File: src/rtl/adc_swv_framer.sv
// ADC sample decimator and SWV step marker framer with a show-ahead output FIFO.
// Data words carry bit 15 = 0 and markers carry bit 15 = 1, so the host can tell them apart.
module adc_swv_framer #(
  parameter int AVG_LOG2  = 2,
  parameter int FIFO_LOG2 = 2
) (
  input  logic        clk,
  input  logic        rst,
  input  logic        enable,
  input  logic [15:0] din,
  input  logic        din_valid,
  input  logic        mark,
  output logic [15:0] dout,
  output logic        dout_valid,
  input  logic        dout_ready,
  output logic        overflow,
  output logic [7:0]  drop_count,
  output logic [7:0]  seq
);

  localparam int SUM_W = 15 + AVG_LOG2;
  localparam int CNT_W = AVG_LOG2 + 1;
  localparam logic [CNT_W-1:0] WIN_LEN = CNT_W'(1 << AVG_LOG2);
  localparam int DEPTH = 1 << FIFO_LOG2;
  localparam logic [FIFO_LOG2:0] DEPTH_V = (FIFO_LOG2 + 1)'(DEPTH);

  logic [SUM_W-1:0]   sumQ, sumD, sumAdd;
  logic [CNT_W-1:0]   cntQ, cntD, cntAdd;
  logic [7:0]         seqQ, dropQ;
  logic               pushEn, markPush, pop, accept;
  logic [15:0]        pushWord;
  logic [15:0]        mem [DEPTH];
  logic [FIFO_LOG2-1:0] wrPtr, rdPtr;
  logic [FIFO_LOG2:0]   count;
  logic               unusedDin;

  assign unusedDin = din[15];

  // A mark discards the partial window; a coincident sample opens the next one,
  // unless a window is a single sample, in which case the marker wins outright.
  always_comb begin
    // NOTE: every signal gets a default first so no path leaves it unassigned (no latch).
    sumD     = sumQ;
    cntD     = cntQ;
    pushEn   = 1'b0;
    markPush = 1'b0;
    pushWord = '0;
    sumAdd   = sumQ + SUM_W'(din[14:0]);
    cntAdd   = cntQ + CNT_W'(1);
    if (!enable) begin
      sumD = '0;
      cntD = '0;
    end else if (mark) begin
      pushEn   = 1'b1;
      markPush = 1'b1;
      pushWord = {8'h80, seqQ};
      if (din_valid && AVG_LOG2 != 0) begin
        sumD = SUM_W'(din[14:0]);
        cntD = CNT_W'(1);
      end else begin
        sumD = '0;
        cntD = '0;
      end
    end else if (din_valid) begin
      if (cntAdd == WIN_LEN) begin
        // Top 15 bits of the full-width sum are exactly sum >> AVG_LOG2.
        pushEn   = 1'b1;
        pushWord = {1'b0, sumAdd[SUM_W-1 -: 15]};
        sumD     = '0;
        cntD     = '0;
      end else begin
        sumD = sumAdd;
        cntD = cntAdd;
      end
    end
  end

  assign dout_valid = (count != '0);
  assign dout       = dout_valid ? mem[rdPtr] : '0;
  assign pop        = dout_valid & dout_ready;
  // Space freed by a same-cycle pop is usable, so a full FIFO can push and pop together.
  assign accept     = pushEn && ((count - (FIFO_LOG2 + 1)'(pop)) < DEPTH_V);

  always_ff @(posedge clk) begin
    // NOTE: sequential state uses non-blocking assignments so all registers update together.
    if (rst) begin
      sumQ     <= '0;
      cntQ     <= '0;
      seqQ     <= '0;
      dropQ    <= '0;
      overflow <= 1'b0;
      wrPtr    <= '0;
      rdPtr    <= '0;
      count    <= '0;
    end else begin
      sumQ  <= sumD;
      cntQ  <= cntD;
      seqQ  <= seqQ + 8'(markPush);
      if (pop)    rdPtr <= rdPtr + 1'b1;
      if (accept) wrPtr <= wrPtr + 1'b1;
      count <= count + (FIFO_LOG2 + 1)'(accept) - (FIFO_LOG2 + 1)'(pop);
      if (pushEn && !accept) begin
        overflow <= 1'b1;
        if (dropQ != 8'hFF) dropQ <= dropQ + 8'd1;
      end
    end
  end

  // NOTE: storage is not reset; the occupancy count alone decides what is valid.
  always_ff @(posedge clk) begin
    if (accept) mem[wrPtr] <= pushWord;
  end

  assign drop_count = dropQ;
  assign seq        = seqQ;

endmodule
File: config.mk
export PLATFORM = sky130hd
export DESIGN_NAME = adc_swv_framer
export DESIGN_NICKNAME = d
export VERILOG_FILES = /design/src/rtl/adc_swv_framer.sv
export SDC_FILE = /design/constraint.sdc
export NUM_CORES = 1
export LEC_CHECK = 0
export CAP_MARGIN = 30
export CORE_MARGIN = 10
export CORE_UTILIZATION = 25
export CTS_CLUSTER_DIAMETER = 120
export DETAILED_ROUTE_END_ITERATION = 8
export PLACE_DENSITY = 0.42
export SLEW_MARGIN = 5
export SYNTH_ARGS = -nofsm -noshare
export SYNTH_HDL_FRONTEND = slang
export SYNTH_SLANG_ARGS = --single-unit
File: constraint.sdc
create_clock -name clk -period 9.25 [get_ports clk]
set_input_delay 2.3125 -clock clk [delete_from_list [all_inputs] [get_ports clk]]
set_output_delay 2.3125 -clock clk [all_outputs]
set_load 0.01 [all_outputs]
# Word level (Yosys, flattened, before mapping)
# Memory sizes are Yosys's and may differ from the RTL's. A register that Yosys moved wholly into a read port is not among the register bits.
# Cells that the tools add are included.
dict set report op_classes {
  n_addsub 9
  n_lt_le_gt_ge 1
  n_eq_ne 2
  mux 23
  bitwise 2
  reduce_logical 7
}
# operator n
set ops {}
lappend ops {{$mux 17} 3}
lappend ops {{$mux 16} 3}
lappend ops {{$mux 15} 3}
lappend ops {{$add 17x15->17} 1}
lappend ops {{$mux 1} 9}
lappend ops {{$mux 3} 3}
lappend ops {{$add 8x1->8} 1}
lappend ops {{$add 8x1->8 const B} 1}
lappend ops {{$ne 8x8->1 const B} 1}
lappend ops {{$sub 3x1->3} 2}
lappend ops {{$add 2x1->2 const B} 2}
lappend ops {{$mux 2} 2}
lappend ops {{$add 3x1->3} 1}
lappend ops {{$add 3x1->3 const B} 1}
lappend ops {{$eq 3x3->1 const B} 1}
lappend ops {{$lt 3x3->1 const B} 1}
lappend ops {{$reduce_bool 3->1} 1}
lappend ops {{$logic_and 1x1->1} 2}
lappend ops {{$reduce_and 2->1} 1}
lappend ops {{$reduce_bool 2->1} 1}
lappend ops {{$reduce_or 2->1} 1}
lappend ops {{$and 1x1->1} 1}
lappend ops {{$logic_not 1->1} 1}
lappend ops {{$not 1->1} 1}
dict set report totals {
  ff_bits 44
  ramBits 64
  inputBits 22
  output_inout_bits 34
  word_cells 53
  n_memories 1
}
# name words word_bits read_ports rd_ports_with_merged_regs wr line_no
set memory_table {}
lappend memory_table {mem 4 16 1 1 1 32} ;# logic [15:0] mem [DEPTH];

# Longest topological paths before layout
dict set report depth {
  depth_word 10
  depth_mapped 11
  depth_no_buf 10
}

# Least setup slack after synthesis
# No wires, ideal clock.
dict set report synth_path {
  path_type {input-to-reg}
  startpoint {input dout_ready}
  endpoint {memory mem[0][0] (enable)}
  setup_time_ns 0.374
  arrival_ns 3.915
  t_required_ns 8.876
  setup_slack_ns 4.961
  stages 6
  n_path_buf 0
  path_cell_list {and2_1 ha_1 ha_1 xor2_4 nor3b_2 and2_1}
}
dict set report synth_between {
  elab_chain_len 6
}
# element line_no
set synth_rtl {}
lappend synth_rtl {{start, declared} 15} ;# input logic dout_ready,
lappend synth_rtl {{$and 1x1->1} 80} ;# assign pop = dout_valid & dout_ready;
lappend synth_rtl {{$sub 3x1->3} 82} ;# assign accept = pushEn && ((count - (FIFO_LOG2 + 1)'(pop)) < DEPTH_V);
lappend synth_rtl {{$lt 3x3->1} 82}
lappend synth_rtl {{$logic_and 1x1->1} 82}
lappend synth_rtl {{$mux 1} 111} ;# if (accept) mem[wrPtr] <= pushWord;
lappend synth_rtl {{$mux 1 (implied by the code)} 111}
lappend synth_rtl {{end, declared} 32}
# Every way passes these cells.

# Worst setup path in the final report
dict set report layout_path {
  startpoint {input din[0]}
  endpoint {memory mem[2][14], data pin}
}
dict set report layout_between {
  elab_chain_len 5
}
# element line_no
set layout_rtl {}
lappend layout_rtl {{start, declared} 10} ;# input logic [15:0] din,
lappend layout_rtl {{$add 17x15->17} 48} ;# sumAdd = sumQ + SUM_W'(din[14:0]);
lappend layout_rtl {{$mux 15} 65} ;# if (cntAdd == WIN_LEN) begin
lappend layout_rtl {{$mux 15} 64} ;# end else if (din_valid) begin
lappend layout_rtl {{$mux 16} 53} ;# end else if (mark) begin
lappend layout_rtl {{$mux 16} 50} ;# if (!enable) begin
lappend layout_rtl {{net pushWord[14]} 31} ;# logic [15:0] pushWord;
# The timed path passes the listed nets, and every way through them passes these cells.

==> metrics.txt <==
status complete, no violations; CTS Buffer Depth 2; initial antenna violation count 0; setup tns final 0 ns; hold slack 0.4870 ns; Leakage 2.279 nW; unrepaired setup endpoints after global routing false; n_diodes 0; Resized cells post-CTS 0; H-tree Lvls 3; final setup fails 0; Crit-path slowest cell clkdlybuf4s50_1; Syn Area/Cell 12.21 um^2; Power Density approximately 200 nW/um^2; via count 3530; # fillers 2151; die area 27810 um^2; I/O Buffers 54; # Max-Cap Violations 0; CP startpoint kind input port; clk slew on worst S/H paths 0.08 ns; Final period util 51.31%; Syn-to-layout area delta 21.52%; CP Data Arrival Time 4.88 ns; Pre-antenna DRT Iters 4; DRC viols 0; Max Slew Vio Count 0; CP Max Fanout 4; Synth Flop Type edfxtp_1; fmax roughly 210 MHz; WS Path Type in -> reg; worst slack, placed 4.034 ns; Non-Filler Instances 772; first-pass GRT wire length just over 20000 um; post-layout min period 4.746 ns; I/O Pins 56; synthesized net count 492; Vias/cell about 4.6; Worst-Margin Slew 0.8914 ns; Hold Buf Count CTS 0; data required time of the critical path 9.38 ns; Crit. End Element flip-flop; Initial Util 25.53%; Worst IR Drop VDD between 0.0001 and 0.00015 V; Hold Path Class reg -> reg; chip width 166.8 um; starting DRC count in detailed routing 173; layout cells sized above 1 10.46%; hpwl dp 9175 um; placed cells 755; commonest non-fill, non-tap cell in the layout edfxtp_1; Largest stage delay, worst path 0.49 ns; synth warn 0; clock latency on the worst-skew pair 0.35 ns; Slew HR 40.58%; FFs w/ async S/R, synth 0%; GPL Wtd Cong 0.7365; GR Overflow Total 0; Post-DP Area 6206 um^2; TritonCTS clock tree built; number of global-route vias before repair 3667; Antenna Violating Nets Remaining 0; Post-synth EDFFs 64; Seq/Total Area, Yosys 52.80%; CTS root buffer clkbuf_16; Hold Violations, Final 0; Yosys cell types 54; Syn Std Cell Area 5384 um^2; count of state elements after synthesis 110; final wirelength 12650 um; mean routed wirelength per cell 16.39 um; slack of the critical path about 4.5 ns; Core Area 21090 um^2; clock sink total 110; total track usage 9.117%; die height 166.8 um; cells after synthesis 441; clock buffer count from CTS 9; most frequent cells in the layout edfxtp_1, clkdlybuf4s50_1, dfxtp_1; largest net degree at the start of global routing 28; Post-CTS Setup Bufs 0; Critical Path, Cell by Cell clkdlybuf4s50_1, ha_1, inv_1, fa_1, nand2b_1, a21oi_1, o21ai_1, o31ai_2, xnor2_1, nor2_1; design area roughly 6500 um^2; row count 53; fin nets 543; final clock skew 0.008658 ns
## synthesized netlist by cell type (all sizes together) (2+ instances only)
master   count  area share [%]
edfxtp      64              36
dfxtp       46              17
nor2        39             2.7
and2        27             3.1
ha          27             6.3
a21oi       25             2.4
xnor2       21             3.4
nand2       19             1.3
mux4        16             6.7
clkbuf      14             1.2
inv         14            0.98
o21ai       12             1.1
xor2        12             2.4
a22o        11             1.8
nand3       10            0.93
a22oi        9             1.3
nand2b       6            0.70
nor2b        6            0.70
nor3         6            0.65
a211oi       5            0.98
a222oi       5            0.93
and3         4            0.49
buf          4            0.42
o22ai        4            0.46
or3          4            0.46
a21boi       3            0.42
a21o         3            0.42
o211ai       3            0.42
a31oi        2            0.23
a32o         2            0.37
and3b        2            0.35
fa           2            0.74
mux2i        2            0.37
nand4b       2            0.60
nor3b        2            0.37
o2bb2ai      2            0.33
## cells by family (layout without fill, tap and decap cells)
group | Yosys count | after routing | share of synthesized area, %
buffers and inverters | 32 | 88 | 2.556
AND/OR/NAND/NOR | 131 | 131 | 13.15
XOR/XNOR | 33 | 33 | 5.857
adder cells (fa/ha/maj) | 29 | 29 | 7.018
AO/OA/AOI/OAI | 87 | 87 | 11.34
multiplexers | 19 | 19 | 7.274
flip-flops | 110 | 110 | 52.80
## critical path: cells and delay by family
kind / cells / cell delay [ns]
AOI/OAI and AO/OA: 3 / 0.78
adders and majority gates: 2 / 0.61
buffers and inverters: 2 / 0.56
and+or+nand+nor: 2 / 0.49
xor gates and xnor gates: 1 / 0.13
## per-layer routing
metal  track usage (%)  up-vias  wire length, um
met3             1.695       14              489
met5                 0        -                0
met1             11.00     1720             5755
li1                  -     1732                -
met4             3.589        0              211
met2             15.66       64             6197
## per-stage QoR
| step | power, mW | util, % |
|---|---|---|
| 5_1_grt | 1.402 | 31.03 |
| 3_5_place_dp | 0.9392 | 29.43 |
| 3_3_place_gp | 0.9353 | 29.43 |
| 2_1_floorplan | 0.7959 | - |
| 4_1_cts | 1.358 | 30.95 |
| 6_report | 1.329 | 31.03 |
## state kept, by name, summed over array words and instances, names as in the netlist, named ones only
register,cells
drop_count,8
overflow,1
seq,8
rdPtr,2
wrPtr,2
count,3
sumQ,17
cntQ,3
mem,64
## path summary, 6_finish.rpt
kind | from | endpoint | slack (ns) | cells past startpoint
max reg2reg | count[2]$_SDFF_PP0_ | mem[1][5]$_DFFE_PP_ | 5.73 | 7
min reg2reg | sumQ[3]$_SDFFE_PP0P_ | sumQ[3]$_SDFFE_PP0P_ | 0.49 | 1
min | sumQ[3]$_SDFFE_PP0P_ | sumQ[3]$_SDFFE_PP0P_ | 0.49 | 1
max | din[0] | mem[2][14]$_DFFE_PP_ | 4.50 | 10
## area by class of cell
type / instances / area [um^2] / share of cell area [%]
well taps: 275 / 344.1 / 5.259
repair buffers: 58 / 578.1 / 8.835
multi-input cells: 299 / 2404 / 36.74
clock inverters: 7 / 96.34 / 1.473
clock buffers: 9 / 225.2 / 3.442
inverters: 14 / 52.55 / 0.8032
flip-flops and latches: 110 / 2843 / 43.45
## report_power, final
part           leakage [nW]  internal (mW)  switching, mW
Clock                 0.155          0.219          0.195
Sequential            0.974          0.547         0.0203
Combinational          1.15          0.185          0.163
Total                  2.28          0.951          0.378
(Power assumes the default switching activity.)
